## config.mk

```make
export PLATFORM = sky130hd
export DESIGN_NAME = rect_rasterizer
export DESIGN_NICKNAME = d
export VERILOG_FILES = /design/src/rtl/rect_rasterizer.sv
export SDC_FILE = /design/constraint.sdc
export NUM_CORES = 1
export LEC_CHECK = 0
export BUFFER_PORTS_ARGS = -buffer_cell sky130_fd_sc_hd__buf_4
export CELL_PAD_IN_SITES_DETAIL_PLACEMENT = 2
export CELL_PAD_IN_SITES_GLOBAL_PLACEMENT = 2
export CORE_MARGIN = 8
export CORE_UTILIZATION = 41
export CTS_CLUSTER_SIZE = 14
export DETAILED_ROUTE_END_ITERATION = 16
export GPL_ROUTABILITY_DRIVEN = 0
export PLACE_DENSITY_LB_ADDON = 0.12
export SYNTH_ARGS = -nofsm -noshare
export SYNTH_HDL_FRONTEND = slang
export SYNTH_SLANG_ARGS = --single-unit
```

## constraint.sdc

```tcl
create_clock -name clk -period 12.1 [get_ports clk]
set_clock_uncertainty 0.15 [all_clocks]
set_input_delay 2.42 -clock clk [delete_from_list [all_inputs] [get_ports clk]]
set_output_delay 2.42 -clock clk [all_outputs]
set_load 0.1 [all_outputs]
```

## src/rtl/rect_rasterizer.sv

```systemverilog
// Rectangle rasterizer: clears the back buffer after every swap, then paints clipped rectangles
// one pixel per cycle. Define RECT_RASTERIZER_OUTLINE_EN to add outline-only rectangles.
module rect_rasterizer #(
  parameter int unsigned HOR_ACTIVE_PIXELS = 640,
  parameter int unsigned VER_ACTIVE_PIXELS = 480,
  localparam int unsigned X_WIDTH = $clog2(HOR_ACTIVE_PIXELS),
  localparam int unsigned Y_WIDTH = $clog2(VER_ACTIVE_PIXELS),
  localparam int unsigned PIXEL_ADDR_WIDTH = $clog2(HOR_ACTIVE_PIXELS * VER_ACTIVE_PIXELS)
) (
  input  logic                        clk,
  input  logic                        rst_n,
  input  logic                        ce,
  input  logic                        swap,
  input  logic                        cmd_valid,
  output logic                        cmd_ready,
  input  logic [X_WIDTH-1:0]          cmd_x0,
  input  logic [Y_WIDTH-1:0]          cmd_y0,
  input  logic [X_WIDTH:0]            cmd_w,
  input  logic [Y_WIDTH:0]            cmd_h,
  input  logic                        cmd_color,
`ifdef RECT_RASTERIZER_OUTLINE_EN
  input  logic                        cmd_outline,
`endif
  output logic                        wr_en,
  output logic [PIXEL_ADDR_WIDTH-1:0] wr_addr,
  output logic                        wr_data,
  output logic                        busy,
  output logic                        overrun
);

  typedef logic [X_WIDTH:0]            xw_t;
  typedef logic [Y_WIDTH:0]            yw_t;
  typedef logic [PIXEL_ADDR_WIDTH-1:0] addr_t;

  localparam int unsigned NumPixels = HOR_ACTIVE_PIXELS * VER_ACTIVE_PIXELS;
  localparam xw_t   HMax    = xw_t'(HOR_ACTIVE_PIXELS);
  localparam yw_t   VMax    = yw_t'(VER_ACTIVE_PIXELS);
  localparam addr_t RowStep = addr_t'(HOR_ACTIVE_PIXELS);
  localparam addr_t LastPix = addr_t'(NumPixels - 1);

  localparam logic [1:0] StClear = 2'd0;
  localparam logic [1:0] StIdle  = 2'd1;
  localparam logic [1:0] StFill  = 2'd2;

  logic [1:0] state_q, state_d;
  logic       swap_q, swap_d;
  addr_t      addr_q, addr_d;
  addr_t      row_q, row_d;
  xw_t        x_q, x_d, x0_q, x0_d, xe_q, xe_d;
  yw_t        y_q, y_d, y0_q, y0_d, ye_q, ye_d;
  logic       color_q, color_d;
  logic       outline_q, outline_d;
  logic       wr_en_q, wr_en_d;
  addr_t      wr_addr_q, wr_addr_d;
  logic       wr_data_q, wr_data_d;
  logic       overrun_q, overrun_d;

  logic       swap_rise, cmd_hs, cmd_ok, outline_in;
  xw_t        cmd_x0_ext, cmd_xe;
  yw_t        cmd_y0_ext, cmd_ye;
  addr_t      cmd_row;

  xw_t        p_x, p_x0, p_xe, x_last, nx_x;
  yw_t        p_y, p_y0, p_ye, nx_y;
  addr_t      p_row, p_addr, nx_row, nx_addr;
  logic       p_color, p_outline;
  logic       col_end, row_end, rect_done, border_row;

`ifdef RECT_RASTERIZER_OUTLINE_EN
  assign outline_in = cmd_outline;
`else
  assign outline_in = 1'b0;
`endif

  assign swap_rise = swap & ~swap_q;
  assign cmd_ready = (state_q == StIdle) & ce & ~swap_rise;
  assign cmd_hs    = cmd_valid & cmd_ready;
  assign busy      = (state_q != StIdle);

  assign wr_en   = wr_en_q;
  assign wr_addr = wr_addr_q;
  assign wr_data = wr_data_q;
  assign overrun = overrun_q;

  // Command decode. The end coordinates are clipped by comparing against the remaining room,
  // so x0 + w never has to be formed at a width where it could wrap.
  always_comb begin
    cmd_x0_ext = {1'b0, cmd_x0};
    cmd_y0_ext = {1'b0, cmd_y0};
    cmd_ok     = (cmd_x0_ext < HMax) && (cmd_y0_ext < VMax) &&
                 (cmd_w != '0) && (cmd_h != '0);
    cmd_xe     = (cmd_w >= HMax - cmd_x0_ext) ? HMax : cmd_x0_ext + cmd_w;
    cmd_ye     = (cmd_h >= VMax - cmd_y0_ext) ? VMax : cmd_y0_ext + cmd_h;
    // Product with a constant: only needed once per command to seed the row base.
    cmd_row    = addr_t'(cmd_y0) * RowStep;
  end

  // Current pixel comes from the command itself on the accept cycle, else from the walker.
  always_comb begin
    if (state_q == StFill) begin
      p_x       = x_q;
      p_y       = y_q;
      p_x0      = x0_q;
      p_xe      = xe_q;
      p_y0      = y0_q;
      p_ye      = ye_q;
      p_row     = row_q;
      p_addr    = addr_q;
      p_color   = color_q;
      p_outline = outline_q;
    end else begin
      p_x       = cmd_x0_ext;
      p_y       = cmd_y0_ext;
      p_x0      = cmd_x0_ext;
      p_xe      = cmd_xe;
      p_y0      = cmd_y0_ext;
      p_ye      = cmd_ye;
      p_row     = cmd_row;
      p_addr    = cmd_row + addr_t'(cmd_x0);
      p_color   = cmd_color;
      p_outline = outline_in;
    end

    x_last     = p_xe - xw_t'(1);
    col_end    = (p_x == x_last);
    row_end    = (p_y == p_ye - yw_t'(1));
    rect_done  = col_end & row_end;
    border_row = (p_y == p_y0) | row_end;

    nx_x    = p_x + xw_t'(1);
    nx_y    = p_y;
    nx_row  = p_row;
    nx_addr = p_addr + addr_t'(1);
    if (col_end) begin
      nx_x    = p_x0;
      nx_y    = p_y + yw_t'(1);
      nx_row  = p_row + RowStep;
      nx_addr = p_row + RowStep + addr_t'(p_x0);
    end else if (p_outline && !border_row && (p_x == p_x0)) begin
      // Interior rows of an outline only touch the two side columns.
      nx_x    = x_last;
      nx_addr = p_row + addr_t'(x_last);
    end
  end

  always_comb begin
    state_d   = state_q;
    swap_d    = swap_q;
    addr_d    = addr_q;
    row_d     = row_q;
    x_d       = x_q;
    y_d       = y_q;
    x0_d      = x0_q;
    xe_d      = xe_q;
    y0_d      = y0_q;
    ye_d      = ye_q;
    color_d   = color_q;
    outline_d = outline_q;
    wr_en_d   = 1'b0;
    wr_addr_d = wr_addr_q;
    wr_data_d = wr_data_q;
    overrun_d = 1'b0;

    if (ce) begin
      swap_d = swap;
      if (swap_rise) begin
        state_d   = StClear;
        addr_d    = '0;
        overrun_d = (state_q != StIdle);
      end else begin
        case (state_q)
          StClear: begin
            wr_en_d   = 1'b1;
            wr_addr_d = addr_q;
            wr_data_d = 1'b0;
            addr_d    = addr_q + addr_t'(1);
            if (addr_q == LastPix) begin
              state_d = StIdle;
            end
          end
          StIdle: begin
            if (cmd_hs && cmd_ok) begin
              wr_en_d   = 1'b1;
              wr_addr_d = p_addr;
              wr_data_d = p_color;
              x0_d      = cmd_x0_ext;
              xe_d      = cmd_xe;
              y0_d      = cmd_y0_ext;
              ye_d      = cmd_ye;
              color_d   = cmd_color;
              outline_d = outline_in;
              x_d       = nx_x;
              y_d       = nx_y;
              row_d     = nx_row;
              addr_d    = nx_addr;
              state_d   = rect_done ? StIdle : StFill;
            end
          end
          StFill: begin
            wr_en_d   = 1'b1;
            wr_addr_d = p_addr;
            wr_data_d = p_color;
            x_d       = nx_x;
            y_d       = nx_y;
            row_d     = nx_row;
            addr_d    = nx_addr;
            state_d   = rect_done ? StIdle : StFill;
          end
          default: begin
            state_d = StClear;
            addr_d  = '0;
          end
        endcase
      end
    end
  end

  always_ff @(posedge clk or negedge rst_n) begin
    if (!rst_n) begin
      state_q   <= StClear;
      swap_q    <= 1'b0;
      addr_q    <= '0;
      row_q     <= '0;
      x_q       <= '0;
      y_q       <= '0;
      x0_q      <= '0;
      xe_q      <= '0;
      y0_q      <= '0;
      ye_q      <= '0;
      color_q   <= 1'b0;
      outline_q <= 1'b0;
      wr_en_q   <= 1'b0;
      wr_addr_q <= '0;
      wr_data_q <= 1'b0;
      overrun_q <= 1'b0;
    end else begin
      state_q   <= state_d;
      swap_q    <= swap_d;
      addr_q    <= addr_d;
      row_q     <= row_d;
      x_q       <= x_d;
      y_q       <= y_d;
      x0_q      <= x0_d;
      xe_q      <= xe_d;
      y0_q      <= y0_d;
      ye_q      <= ye_d;
      color_q   <= color_d;
      outline_q <= outline_d;
      wr_en_q   <= wr_en_d;
      wr_addr_q <= wr_addr_d;
      wr_data_q <= wr_data_d;
      overrun_q <= overrun_d;
    end
  end

endmodule
```

* Word level (Yosys, flattened, before mapping) *
Cells that the tools add are included.
Widths: inputs -> output; s select.

word-level totals
  bits of input ports = 46
  word-level logic and storage cells = 101
  register bits after elaboration = 116
  output and inout port bits = 24

cells by class
  order comparisons = 4
  reduce and logical (&&, ||, !) cells = 15
  equal/unequal tests = 9
  bitwise operators = 7
  multiplexer cells = 38
  add/subtract/negate cells = 13
  multipliers = 1

operators by type and width
  operator                number
  $mux 19                 8
  $pmux 19 s3             2
  $mux 10                 6
  $mux 11                 5
  $add 19x1->19 const B   2
  $pmux 19 s2             1
  $pmux 11 s2             1
  $pmux 10 s2             1
  $add 19x10->19          1
  $add 19x10->19 const B  1
  $add 19x11->19          1
  $eq 19x19->1 const B    1
  $mul 9x3->12 const B    1
  $reduce_and 4->1        3
  $add 10x11->11          1
  $add 11x1->11 const B   1
  $eq 11x11->1            1
  $ge 11x11->1            1
  $reduce_bool 11->1      1
  $sub 10x10->11 const A  1
  $sub 11x1->11 const B   1
  $add 10x1->10 const B   1
  $add 9x10->10           1
  $eq 10x10->1            1
  other kinds (25)        43

* Logic depth before layout (Yosys ltp) *
  depth in word-level cells = 11
  mapped depth = 28
  gate-level depth less buffers = 26

* Worst setup path after synthesis *
OpenSTA, ideal clock, no wires.

  path type = input to register
  start point = input cmd_x0[3]
  end point = register y_q[5]
  cell stages on the path = 23
  slack = 4.573 ns
  library setup time = 0.126 ns
  required time = 11.824 ns
  arrival = 7.251 ns
  buffers on the path = 1
  cells stage by stage = clkbuf_1 nor4_1 nand2_1 a21oi_1 xnor2_1 ha_1 nand3_1 nor2_1 a21oi_2 o211ai_1 a2bb2oi_1 ha_1 inv_1 or3_1 o221ai_1 o211ai_1 a21oi_1 nor3_1 o31ai_1 and2_1 and4bb_2 xor2_1 a221o_1

between the ends
  word-level cells in the longest chain between the ends = 9
  elaborated cells on any way between the ends = 18
  those cells by class = add/sub (3); order compare (2); eq/ne (2); mux (6); reduce/logical (5)

ends and longest elaborated chain
  item                  RTL line  RTL
  start, declared       16        input logic [X_WIDTH-1:0] cmd_x0,
  $sub 10x10->11        92        cmd_xe = (cmd_w >= HMax - cmd_x0_ext) ? HMax : cmd_x0_ext + cmd_w;
  $ge 11x11->1          92
  $mux 11               92
  $mux 11               100       if (state_q == StFill) begin
  $sub 11x1->11         124       x_last = p_xe - xw_t'(1);
  $eq 11x11->1          125       col_end = (p_x == x_last);
  $mux 10               134       if (col_end) begin
  $mux 10               182       if (cmd_hs && cmd_ok) begin
  $pmux 10 s2           171       case (state_q)
  end signal, assigned  242       y_q <= y_d;
  end, declared         50        yw_t y_q, y_d, y0_q, y0_d, ye_q, ye_d;

Several ways; a longest one is shown, not always the timed one. The select of a mux whose other input is x is not followed.
A chain may end at the register's enable or synchronous reset.

* Worst setup path in the final report *
  start point = input cmd_x0[3]
  end point = register y_q[3]

The elaborated chain is that of the path after synthesis.

==> run summary <==
outcome = completed
Congestion Overflow GR = 0
vias per inst = 6.03
Worst Path Arrival = 9.32 ns
count of H-tree levels built during CTS = 4
number of CTS-inserted buffers = 17
Peak VDD IR = 0.0891 mV
Levels on crit path = 24
count of cells along the worst register-to-register path = 18
cell accounting for the most synthesized area = sky130_fd_sc_hd__dfrtp_1
dpl hpwl = 28600 µm
crit path launch type = primary input
Min-Delay Path Class = register to register
worst slew slack as a fraction of its limit = 28.7%
Non-Filler Cell Area, Final = 12500 µm²
unrepaired setup endpoints after global routing = no
final number of setup-violating endpoints = 0
die area = 32600 µm²
static leakage = 5.50 nW
starting utilization of the core area = 41.4%
non-filler cells, final = 1780
fraction of registers with async set or reset after synthesis = 100%
number of buffers between clock root and the deepest sink = 2
CP Cell Sequence = buf_4, nor4_1, nand2_1, a21oi_1, xnor2_1, ha_1, nand3_1, nor2_1, a21oi_2, o211ai_1, a2bb2oi_1, ha_1, inv_1, or3_1, o221ai_1, o21ai_0, xor2_1, o2111a_1, nand4_1, a211o_2, buf_4, o31a_1, o32ai_1, a21oi_1
Initial DRC Count = 523
number of antenna violations at the first check in global routing = 0
transition time at the pin with the least slew margin = 1.07 ns
delay contributed by the slowest stage of the critical path = 0.63 ns
Critical Path Sink = y_q[3]
post-DR wirelength/cell = 22.7 µm
biggest area contributors in the synthesized netlist = sky130_fd_sc_hd__dfrtp_1 26%, sky130_fd_sc_hd__ha_1 9.0%, sky130_fd_sc_hd__nand2_1 7.3%, sky130_fd_sc_hd__xnor2_1 6.2%, sky130_fd_sc_hd__o21ai_0 6.0%
count of flip-flops with a built-in enable after synthesis = 0
worst setup path start = cmd_x0[3]
most used flip-flop cell after synthesis = sky130_fd_sc_hd__dfrtp_1
flop2flop setup slack = 6.17 ns
hold-fix buffers at CTS = 0
Crit Path Category = primary input to register
max_cap viols = 0
post-synthesis register bit count = 116
portion of synthesized cell area occupied by the leading cell type = 26.1%
CTS tree = yes
remaining number of nets flagged by the antenna check after routing = 0
Seq/Total Area, Yosys = 26.1%
count of input and output buffers = 69
standard cell core area = 26800 µm²
Inst Count DP = 1748
Die Y-Extent = 181 µm
critical register-to-register path startpoint = state_q[0]
required time at the worst-slack endpoint = 12.23 ns
Detailed Routing Iterations Pass 1 = 5
portion of the clock cycle consumed by the worst path in the final layout = 75.9%
Buffers & Inverters on Critical Path = 3
total of warnings raised by yosys = 0
most frequent cells in the layout = 215 x sky130_fd_sc_hd__nand2_1, 132 x sky130_fd_sc_hd__o21ai_0, 116 x sky130_fd_sc_hd__dfrtp_1
Post-Syn Area per Cell = 7.94 µm²
crit path max-delay cell type = sky130_fd_sc_hd__a211o_2
final worst path period need = 9.19 ns
total via count in the routed design = 10700
TritonCTS sink count = 116
Post CTS Setup Buffer Count = 0
worst reg2reg endpoint = y_q[3]
Layout area overhead = 12.7%
Post-Synthesis Net Count = 1529
antenna fix cells = 0
Total Nets Final = 1557
Hold Violations, Final = 0
count of unique library cells instantiated by Yosys = 77
Netlist Area Pre-Place = 11100 µm²
power density of the placed cells = 228 nW/µm²
I/O pin total = 70
Fmax achieved = 0.109 GHz
type of element capturing the critical path = register
Worst Hold Slack = 0.329 ns
Post-Synthesis Cells = 1398
setup TNS = 0 ns
Die Span X = 181 µm
Clock transition at path regs = 0.06 ns
vias in the first global route = 12000
CTS Root Buffer Type = sky130_fd_sc_hd__clkbuf_16
placed cell area = 11900 µm²
number of pins with negative max-slew slack in the final report = 0
total global-route track usage = 24.7%
global-route wire length before repair = 66000 µm
number of remaining DRC errors = 0
Largest delay share family, worst path = compound AO/OA/AOI/OAI gates
number of gates given a new drive strength after cts = 0
utilization after layout = 46.7%
maximum fanout count along the critical path = 45
total wirelength of the detailed-routed design = 40300 µm
number of cell rows = 60
share of layout cells above drive strength 1 = 9.80%
most common cell after layout, fill and taps aside = sky130_fd_sc_hd__nand2_1
clock insertion delay at the later pin of the skew report = 0.43 ns
largest net degree at the start of global routing = 134
==> cell usage after synthesis (13+ instances only) <==
library cell	count
sky130_fd_sc_hd__xnor2_1	78
sky130_fd_sc_hd__nand2_1	215
sky130_fd_sc_hd__nor2_1	85
sky130_fd_sc_hd__o21ai_0	133
sky130_fd_sc_hd__mux2i_1	46
sky130_fd_sc_hd__clkbuf_1	46
sky130_fd_sc_hd__buf_2	13
sky130_fd_sc_hd__inv_1	38
sky130_fd_sc_hd__and2_1	22
sky130_fd_sc_hd__a21o_1	25
sky130_fd_sc_hd__nand2b_1	15
sky130_fd_sc_hd__mux2_2	16
sky130_fd_sc_hd__nor4_1	14
sky130_fd_sc_hd__nor3_1	32
sky130_fd_sc_hd__nand3_1	44
sky130_fd_sc_hd__o221ai_1	15
sky130_fd_sc_hd__ha_1	80
sky130_fd_sc_hd__nor2b_1	14
sky130_fd_sc_hd__xor2_1	57
sky130_fd_sc_hd__a21oi_1	83
sky130_fd_sc_hd__o31ai_1	13
sky130_fd_sc_hd__dfrtp_1	116
==> area by class of cell <==
cell class              count  area (µm²)
clock buffers              18         429
clock inverters            14         201
fillers                  3008       14300
inverters                  38         143
multi-input cells        1176        7820
flip-flops and latches    116        2900
well taps                 341         427
repair buffers             77         591
==> cell families after synthesis <==
logic type                 Yosys count  synth area share, %
AOI/OAI and AO/OA                  392                 22.4
xor gates and xnor gates           136                 10.8
adders and majority gates           85                 9.92
buffers and inverters              106                 3.74
DFF                                116                 26.1
muxes                               62                 5.77
and+or+nand+nor                    501                 21.2
==> registers in the layout, indices dropped and copies added (netlist names), 2 cells and up <==
register / count
addr_q: 19
row_q: 19
wr_addr: 19
x_q: 11
xe_q: 11
x0_q: 10
y_q: 10
ye_q: 10
state_q: 2
==> metrics by stage <==
stage                     total power [mW]  worst slack (ns)
after global placement                2.18              3.09
final                                 2.86              2.91
after detailed placement              2.25              2.64
after floorplan                       1.82              4.57
after CTS                             2.86              2.95
after global routing                  3.04              2.47
==> report_power, final <==
group	switching (mW)	leakage [nW]	internal (mW)
clock	0.223	0.290	0.347
sequential	0.161	1.49	0.542
combinational	1.05	3.72	0.531
total	1.44	5.50	1.42
==> worst reg2reg max path: cells and delay by family (launching register included) <==
kind	cells	cell delay, ns
flops	1	0.42
compound gates	9	2.93
fa+ha+maj	2	0.68
xor+xnor	1	0.26
buf+inv	4	0.75
simple gates	2	0.60
==> metal layers <==
metal,global-route usage (%),share of wire [%],vias to the layer above
li1,-,-,5087
met4,5.89,1.4,0
met5,0,0,-
met1,32.0,47,5422
met3,3.27,2.7,48
met2,42.9,49,180
==> worst min-delay path by stage <==
stage                to  startpoint  cells past startpoint  slack [ns]
2_1_floorplan   xe_q[7]     xe_q[7]                      2        0.29
3_3_place_gp    xe_q[7]     xe_q[7]                      2        0.31
3_5_place_dp   row_q[1]    row_q[1]                      1        0.31
4_1_cts          x_q[1]      x_q[1]                      2        0.33
5_1_grt        row_q[0]    row_q[0]                      1        0.36
6_report        wr_data     wr_data                      2        0.33
Note: power is estimated with default switching activity, not from simulation.
